**src/rtl/lsu_pkg.sv**
```systemverilog
// Shared constants, state encoding and access-legality helper for the load/store unit.
package lsu_pkg;

  localparam logic [2:0] F3_B  = 3'b000;
  localparam logic [2:0] F3_H  = 3'b001;
  localparam logic [2:0] F3_W  = 3'b010;
  localparam logic [2:0] F3_BU = 3'b100;
  localparam logic [2:0] F3_HU = 3'b101;

  localparam logic [3:0] BE_BYTE = 4'b0001;
  localparam logic [3:0] BE_HALF = 4'b0011;
  localparam logic [3:0] BE_WORD = 4'b1111;

  typedef enum logic [1:0] {
    IDLE = 2'd0,
    REQ  = 2'd1,
    DONE = 2'd2
  } lsu_state_e;

  // Size/alignment check; unsigned variants exist only for loads.
  function automatic logic access_legal(input logic is_store, input logic [2:0] f3,
                                        input logic [1:0] a);
    logic ok;
    ok = 1'b0;
    case (f3)
      F3_B:    ok = 1'b1;
      F3_H:    ok = ~a[0];
      F3_W:    ok = (a == 2'b00);
      F3_BU:   ok = ~is_store;
      F3_HU:   ok = ~is_store & ~a[0];
      default: ok = 1'b0;
    endcase
    return ok;
  endfunction

endpackage

```
**src/rtl/load_align.sv**
```systemverilog
// Selects the addressed byte/halfword of a read word and sign- or zero-extends it.
module load_align
  import lsu_pkg::*;
(
  input  logic [31:0] rdata,
  input  logic [1:0]  addr_lo,
  input  logic [2:0]  funct3,
  output logic [31:0] result
);

  logic [7:0]  byte_s;
  logic [15:0] half_s;

  // Lane select and extension
  always_comb begin
    byte_s = 8'd0;
    half_s = 16'd0;
    result = 32'd0;
    case (addr_lo)
      2'd0:    byte_s = rdata[7:0];
      2'd1:    byte_s = rdata[15:8];
      2'd2:    byte_s = rdata[23:16];
      2'd3:    byte_s = rdata[31:24];
      default: byte_s = 8'd0;
    endcase
    if (addr_lo[1]) begin
      half_s = rdata[31:16];
    end else begin
      half_s = rdata[15:0];
    end
    case (funct3)
      F3_B:    result = {{24{byte_s[7]}}, byte_s};
      F3_BU:   result = {24'd0, byte_s};
      F3_H:    result = {{16{half_s[15]}}, half_s};
      F3_HU:   result = {16'd0, half_s};
      F3_W:    result = rdata;
      default: result = 32'd0;
    endcase
  end

endmodule

```
**src/rtl/load_store_unit.sv**
```systemverilog
// Multi-cycle load/store unit: one valid/ready bus transaction per memory instruction,
// stalling the core until the access retires or faults.
module load_store_unit
  import lsu_pkg::*;
(
  input  logic        clk,
  input  logic        reset_n,
  input  logic        MemRead,
  input  logic        MemWrite,
  input  logic [2:0]  Funct3,
  input  logic [31:0] ALUResult,
  input  logic [31:0] WriteData,
  output logic        Stall,
  output logic [31:0] ReadData,
  output logic        LoadValid,
  output logic        Fault,
  output logic        MemReq,
  output logic        MemWe,
  output logic [31:0] MemAddr,
  output logic [31:0] MemWData,
  output logic [3:0]  MemBE,
  input  logic        MemReady,
  input  logic [31:0] MemRData
);

  lsu_state_e  state_r, next_s;
  logic        access_s, legal_s;
  logic [3:0]  be_s;
  logic [31:0] wdata_s, aligned_s;

  logic        mem_req_r, mem_we_r, load_done_r, fault_r;
  logic [31:0] mem_addr_r, mem_wdata_r, read_data_r;
  logic [3:0]  mem_be_r;
  logic [1:0]  a_lo_r;
  logic [2:0]  f3_r;

  assign access_s = MemRead | MemWrite;
  assign legal_s  = access_legal(MemWrite, Funct3, ALUResult[1:0]);

  // Store-lane formatting; loads always read the full word
  always_comb begin
    be_s    = BE_WORD;
    wdata_s = 32'd0;
    if (MemWrite) begin
      case (Funct3)
        F3_B: begin
          be_s    = BE_BYTE << ALUResult[1:0];
          wdata_s = {4{WriteData[7:0]}};
        end
        F3_H: begin
          be_s    = BE_HALF << {ALUResult[1], 1'b0};
          wdata_s = {2{WriteData[15:0]}};
        end
        F3_W: begin
          be_s    = BE_WORD;
          wdata_s = WriteData;
        end
        default: begin
          be_s    = BE_WORD;
          wdata_s = 32'd0;
        end
      endcase
    end else begin
      be_s    = BE_WORD;
      wdata_s = 32'd0;
    end
  end

  load_align u_align (
    .rdata   (MemRData),
    .addr_lo (a_lo_r),
    .funct3  (f3_r),
    .result  (aligned_s)
  );

  // Next-state logic
  always_comb begin
    next_s = state_r;
    case (state_r)
      IDLE: begin
        if (access_s) begin
          next_s = legal_s ? REQ : DONE;
        end else begin
          next_s = IDLE;
        end
      end
      REQ: begin
        if (MemReady) begin
          next_s = DONE;
        end else begin
          next_s = REQ;
        end
      end
      DONE:    next_s = IDLE;
      default: next_s = IDLE;
    endcase
  end

  // State register
  always_ff @(posedge clk or negedge reset_n) begin
    if (!reset_n) begin
      state_r <= IDLE;
    end else begin
      state_r <= next_s;
    end
  end

  // Request capture, load-data latch and completion flags (flags live exactly in DONE)
  always_ff @(posedge clk or negedge reset_n) begin
    if (!reset_n) begin
      mem_req_r   <= 1'b0;
      mem_we_r    <= 1'b0;
      mem_addr_r  <= 32'd0;
      mem_wdata_r <= 32'd0;
      mem_be_r    <= 4'd0;
      a_lo_r      <= 2'd0;
      f3_r        <= 3'd0;
      read_data_r <= 32'd0;
      load_done_r <= 1'b0;
      fault_r     <= 1'b0;
    end else begin
      case (state_r)
        IDLE: begin
          if (access_s && legal_s) begin
            mem_req_r   <= 1'b1;
            mem_we_r    <= MemWrite;
            mem_addr_r  <= {ALUResult[31:2], 2'b00};
            mem_wdata_r <= wdata_s;
            mem_be_r    <= be_s;
            a_lo_r      <= ALUResult[1:0];
            f3_r        <= Funct3;
          end else if (access_s) begin
            fault_r <= 1'b1;
          end
        end
        REQ: begin
          if (MemReady) begin
            mem_req_r <= 1'b0;
            if (!mem_we_r) begin
              read_data_r <= aligned_s;
              load_done_r <= 1'b1;
            end
          end
        end
        DONE: begin
          load_done_r <= 1'b0;
          fault_r     <= 1'b0;
        end
        default: begin
          mem_req_r   <= 1'b0;
          load_done_r <= 1'b0;
          fault_r     <= 1'b0;
        end
      endcase
    end
  end

  // Gated by reset_n so a mid-transaction reset releases the core immediately
  assign Stall     = reset_n & (((state_r == IDLE) & access_s) | (state_r == REQ));
  assign ReadData  = read_data_r;
  assign LoadValid = load_done_r;
  assign Fault     = fault_r;
  assign MemReq    = mem_req_r;
  assign MemWe     = mem_we_r;
  assign MemAddr   = mem_addr_r;
  assign MemWData  = mem_wdata_r;
  assign MemBE     = mem_be_r;

endmodule
```
**config.mk**
```make
export PLATFORM = sky130hd
export DESIGN_NAME = load_store_unit
export DESIGN_NICKNAME = d
export VERILOG_FILES = /design/src/rtl/lsu_pkg.sv /design/src/rtl/load_align.sv /design/src/rtl/load_store_unit.sv
export SDC_FILE = /design/constraint.sdc
export NUM_CORES = 1
export LEC_CHECK = 0
export ABC_AREA = 1
export CORE_ASPECT_RATIO = 0.7
export CORE_MARGIN = 2
export CORE_UTILIZATION = 25
export DETAILED_ROUTE_END_ITERATION = 10
export PLACE_DENSITY_LB_ADDON = 0.15
export SLEW_MARGIN = 5
export SYNTH_ARGS = -nofsm -noshare
export SYNTH_HDL_FRONTEND = slang
export SYNTH_SLANG_ARGS = --single-unit
```
**constraint.sdc**
```tcl
create_clock -name clk -period 1.65 [get_ports clk]
set_clock_uncertainty 0.05 [all_clocks]
set_input_delay 0.165 -clock clk [delete_from_list [all_inputs] [get_ports clk]]
set_output_delay 0.165 -clock clk [all_outputs]
set_load 0.02 [all_outputs]
```
==> results of run 1 <==
## power by group
part	internal, mW	total, mW	switching (mW)
Clock	1.35	2.40	1.05
Sequential	3.64	4.29	0.651
Combinational	3.09	6.72	3.63
Total	8.08	13.4	5.33
## tightest hold or removal path: cells and delay by family
kind | cells | cell delay (ns)
AND/OR/NAND/NOR | 2 | 0.10
buffers and inverters | 1 | 0.39
## worst max-delay path by stage
stage	from	endpoint	slack, ns	cells after the start
final	MemAddr[16]	MemAddr[16]	0.06	1
after global routing	MemWrite	a_lo_r[1]	-0.02	9
after CTS	ReadData[8]	ReadData[8]	0.007	1
after detailed placement	MemWrite	Stall	-0.25	4
after global placement	MemWrite	Stall	-0.23	4
after floorplan	f3_r[0]	ReadData[21]	0.21	9
## cell type report
cell class	count	area, um^2	area share, %
tap	282	353	4.16
clock inverter	6	93.8	1.11
sequential	109	2730	32.2
timing repair buffer	263	2580	30.4
clock buffer	10	229	2.70
multi-input combinational	549	2350	27.7
inverter	41	154	1.81
## flip-flops by register name, summed over array words and instances (netlist names)
name and cells:
Fault 1, MemWe 1, MemBE 4, f3_r 3, MemReq 1, MemWData 32
ReadData 32, LoadValid 1, MemAddr 30, a_lo_r 2, state_r 2
## metal layers
metal / vias up / wire length (um) / track usage [%] / share of wire, %
met4: 0 / 123 / 2.99 / 0.67
met1: 2444 / 9370 / 23.4 / 51
met2: 165 / 7150 / 22.2 / 39
li1: 2762 / - / - / -
met3: 10 / 1690 / 6.81 / 9.2
met5: - / 0 / 0 / 0
## cell usage after synthesis
library cell  number
nor3_1             1
o21ai_0           70
clkinv_1           1
o22ai_1            2
or2_1              1
nand4_1            1
clkbuf_8           5
buf_6              4
nand2_2            3
conb_1             1
nand2_4            1
a22oi_2            1
nand2_1          352
clkbuf_1          11
inv_1             36
buf_12             1
nor2_4             1
nand3_1           23
dfrtp_1          109
buf_2              9
a21boi_0           1
inv_2              4
nor2_1            57
nor2_8             1
o21ai_1            9
nand3_2           12
buf_4              3
a21oi_1           11
## stage by stage
step | setup WS, ns | hold slack (ns) | power (mW)
finish | 0.0646 | 0.286 | 13.4
floorplan | 0.212 | -0.181 | 7.80
CTS | 0.00677 | 0.264 | 13.6
global route | -0.0202 | 0.274 | 14.5
detailed placement | -0.251 | 0.366 | 11.1
global placement | -0.233 | 0.364 | 11.1
## timing repair
action | CTS | global route
buffers inserted | 0 | 1
pin swaps | 0 | 1
endpoints found under the hold margin | 109 | 0
cloned | 0 | 0
setup endpoints to repair | 1 | 27
gates resized for setup | 7 | 7
hold buffers | 1 | 0
## kinds of logic after synthesis
group	count (synthesis)
AND/OR/NAND/NOR	453
AO/OA/AOI/OAI	94
other	1
flip-flops	109
buffers and inverters	74
## cells in the final DEF (no fill, tap or decap), types with 2 or more instances in the layout
cell type	count
dfrtp_1	108
bufinv_16	2
conb_1	2
clkbuf_16	9
a21oi_1	11
inv_1	36
buf_4	51
o22ai_1	2
o21ai_0	69
nor2_1	54
buf_12	7
nor2_2	3
nand2_1	351
nand3_1	23
nand3_2	12
clkdlybuf4s50_1	203
nand2_2	4
inv_2	4
o21ai_1	10
==> metrics.txt, run 1 <==
Total GRT Usage=16.1%; worst path required time=1.43 ns; fin crit share=96.1%; total CTS buffers=9; Synth Area in XOR/XNOR=0%; placed insts=1242; Critical Path Start Type=register; layout cell share with drive strength beyond 1=10.3%; clk_lat worst skew=0.35 ns; initial DRC count=303; Max-Cap Viols=0; I/O Pins=209; grt ovf=0; Worst EP arrival=1.37 ns; Layout Cells excl Fill=1260; cell taking the most area after synthesis=dfrtp_1; #FFs+latches synth=109; adder-cell area share of the yosys netlist=0%; Gate Count Post-Synth=731; Min-Delay Path Depth=3; Mapped Area=5460 um^2; pin count of the biggest net entering global routing=56; post-synth top area share=50.0%; Clock Tree Buf Depth=2; CP max FO=2; first-pass GRT wire length=29500 um; Seq/Total Area, Yosys=50.0%; Syn Area/Cell=7.47 um^2; worst r2r path cells=9; Warnings, synthesis=0; Pwr per Cell Area=1580 nW/um^2; final WL=18300 um; Design Area, Final=8490 um^2; Worst R2R End=ReadData[18]; ANT nets after route=0; die width=181 um; complex-gate fraction of the synthesized area=8.85%; FMAX=631 MHz; kind of critical path=reg2out; setup violators final=0; clk root buf=clkbuf_16; fin crit period=1.59 ns; DR WL/cell=14.5 um; post-synthesis mux area share=0%; FF-to-FF setup slack=0.15 ns; RSZ-0062 raised after global routing=true; Diodes inserted=0; # DRC=0; Critical-path top delay cell=clkdlybuf4s50_1; # port buffers=206; CP Cell Sequence=clkdlybuf4s50_1; Final Slew Violations=0; via count=5381; CP endpoint kind=output pin; Initial Utilization=25.3%; post-layout util=39.4%; Top Family by Delay on Critical Path=buffers and inverters; area of the die=23100 um^2; fillers=2298; Rows=45; H-tree Lvls=3; Max-slew headroom=50.0%; DP Area=8130 um^2; worst r2r src=a_lo_r[1]; synthesis-to-layout area growth=55.4%; Die Height=128 um; Clk pin slew, worst setup/hold paths=0.08 ns; clk sink count=109; Yosys cell types=28; Critical path buffers and inverters=1; Core Region=21600 um^2; Final TNS setup=0 ns; most area-consuming cells after synthesis=dfrtp_1 (50%), nand2_1 (24%), o21ai_0 (6.4%), nor2_1 (3.9%), inv_1 (2.5%); DR vias/cell=4.27; Hold Crit Class=in2reg; Post-Synth Simple-Gate Area=33.9%; global placer's final weighted congestion=0.795; hold path start=ALUResult[31]; main combinational cell family by area after synthesis=simple AND/OR/NAND/NOR gates; measured slew at the worst slew-check pin=0.750 ns; # nets final=1077; TritonRoute pass-1 iters=5; status=finished, final reports clean; vias in the first global route=5417; Largest stage delay, worst path=0.64 ns; hpwl dp=13800 um; Hold EP=MemAddr[31]; Fin. Hold Viols=0; CTS tree=done; Pleak=4.15 nW; initial antenna violation count=0; peak supply drop=786 uV
No activity file was read; power rests on OpenSTA's default activity.
==> run 2, diff against run 1 <==
REMOVE_ABC_BUFFERS = 1   (was not set)
==> metrics.txt, run 2 (synthesized netlist as in run 1, its figures left out) <==
Worst EP arrival=1.38 ns (was 1.37 ns); Fin. Hold Viols=0 (unchanged); # port buffers=206 (unchanged); Rows=45 (unchanged); initial DRC count=270 (was 303); Worst path depth=1 (unchanged); CP max FO=2 (unchanged); Pleak=4.18 nW (was 4.15 nW); Min-Delay Path Depth=3 (unchanged); H-tree Lvls=3 (unchanged); Die Height=128 um (unchanged); setup violators final=0 (unchanged); Final TNS setup=0 ns (unchanged); status=finished, final reports clean (unchanged); die width=181 um (unchanged); first-pass GRT wire length=28800 um (was 29500 um); hpwl dp=13400 um (was 13800 um); clk root buf=clkbuf_16 (unchanged); Reg area=2730 um^2 (unchanged); ANT nets after route=0 (unchanged); Clk pin slew, worst setup/hold paths=0.09 ns (was 0.08 ns); Total GRT Usage=15.8% (was 16.1%); commonest non-fill, non-tap cell in the layout=nand2_1 (unchanged); fillers=2304 (was 2298); via count=5402 (was 5381); Clock Tree Buf Depth=2 (unchanged); Initial Utilization=25.3% (unchanged); # DRC=0 (unchanged); post-place setup slack=-0.222 ns (was -0.251 ns); total CTS buffers=9 (unchanged); grt ovf=0 (unchanged); DR WL/cell=14.3 um (was 14.5 um); Critical path buffers and inverters=1 (unchanged); synthesis-to-layout area growth=56.1% (was 55.4%); DR vias/cell=4.29 (was 4.27); global placer's final weighted congestion=0.836 (was 0.795); final WL=17900 um (was 18300 um); area occupied by multi-input gates=2350 um^2 (unchanged); Max-slew headroom=56.7% (was 50.0%); clk sink count=109 (unchanged); Core Region=21600 um^2 (unchanged); CP Cell Sequence=clkdlybuf4s50_1 (unchanged); Critical-path top delay cell=clkdlybuf4s50_1 (unchanged); layout cell share with drive strength beyond 1=10.1% (was 10.3%); Worst Hold Margin=0.268 ns (was 0.286 ns); Pwr per Cell Area=1570 nW/um^2 (was 1580 nW/um^2); vias in the first global route=5318 (was 5417); worst r2r path cells=8 (was 9); Max-Cap Viols=0 (unchanged); peak supply drop=709 uV (was 786 uV); Hold Crit Class=in2reg (unchanged); I/O Pins=209 (unchanged); area of the die=23100 um^2 (unchanged); CP endpoint kind=output pin (unchanged); worst path required time=1.43 ns (about the same); TritonRoute pass-1 iters=4 (was 5); initial antenna violation count=2 (was 0); Final Slew Violations=0 (unchanged); pin count of the biggest net entering global routing=110 (was 56); fin crit share=96.6% (was 96.1%); kind of critical path=reg2out (unchanged); fin crit period=1.59 ns (about the same); # nets final=1074 (was 1077); Final WS setup=0.0558 ns (was 0.0646 ns); RSZ-0062 raised after global routing=false (was true); FMAX=627 MHz (was 631 MHz); measured slew at the worst slew-check pin=0.650 ns (was 0.750 ns); Top Family by Delay on Critical Path=buffers and inverters (unchanged); commonest non-fill, non-tap cells in the layout=nand2_1 (351), clkdlybuf4s50_1 (201), dfrtp_1 (108) (was nand2_1 (351), clkdlybuf4s50_1 (203), dfrtp_1 (108)); CTS tree=done (unchanged); Largest stage delay, worst path=0.62 ns (was 0.64 ns); clk_lat worst skew=0.36 ns (was 0.35 ns); Critical Path Start Type=register (unchanged)
==> run 2: what timing repair did <==
action | CTS | global route
gates cloned | 0 | 0
hold endpoints to repair | 109 | 0
resized for setup | 5 | 11
hold buffers | 1 | 0
endpoints found under the setup margin | 1 | 17
setup buffers | 0 | 0
==> run 2: area by class of cell <==
class	instances	share of cell area, %
clock inverters	7	1.35
well taps	282	4.14
clock buffers	9	2.64
inverters	41	1.81
repair buffers	260	30.5
flip-flops and latches	109	32.0
diodes	1	0.0294
multi-input cells	549	27.6
==> run 2: metal layers <==
metal	track usage (%)	part of all wire (%)	up-vias
li1	-	-	2756
met4	3.23	0.74	0
met1	22.2	48	2469
met5	0	0	-
met2	23.3	42	167
met3	5.93	9.3	10
==> run 2: path summary, 6_finish.rpt <==
| kind | to | startpoint | slack, ns |
|---|---|---|---|
| setup reg to reg | MemWe | state_r[1] | 0.17 |
| setup / recovery | MemWData[28] | MemWData[28] | 0.06 |
| hold / removal | MemAddr[5] | ALUResult[5] | 0.27 |
| hold reg to reg | ReadData[5] | ReadData[5] | 0.43 |
| min in group asynchronous | ReadData[4] | reset_n | 0.40 |
| max in group asynchronous | a_lo_r[1] | reset_n | 0.60 |
==> run 2: stage by stage <==
| stage | util [%] | std cells | cell area [um^2] | total power [mW] |
|---|---|---|---|---|
| floorplan | - | 699 | 5220 | 7.55 |
| global placement | 37.8 | 1240 | 8160 | 11.0 |
| detailed placement | 37.8 | 1240 | 8160 | 11.0 |
| CTS | 39.4 | 1257 | 8510 | 13.6 |
| global route | 39.5 | 1257 | 8520 | 14.4 |
| finish | 39.5 | 1258 | 8530 | 13.4 |
==> run 2: where the power goes <==
group	internal [mW]	total [mW]	switching (mW)
Combinational	3.08	6.65	3.58
Sequential	3.64	4.28	0.642
Clock	1.25	2.45	1.20
Total	7.97	13.4	5.42
==> run 2: worst register-to-register path, stage by stage (launching register included) <==
cell and delay [ns]:
dfrtp_1 0.42, nor2_1 0.09, o21ai_0 0.11, buf_4 0.15, inv_2 0.08, nand2_4 0.08, inv_2 0.11, buf_12 0.16
o21ai_0 0.09
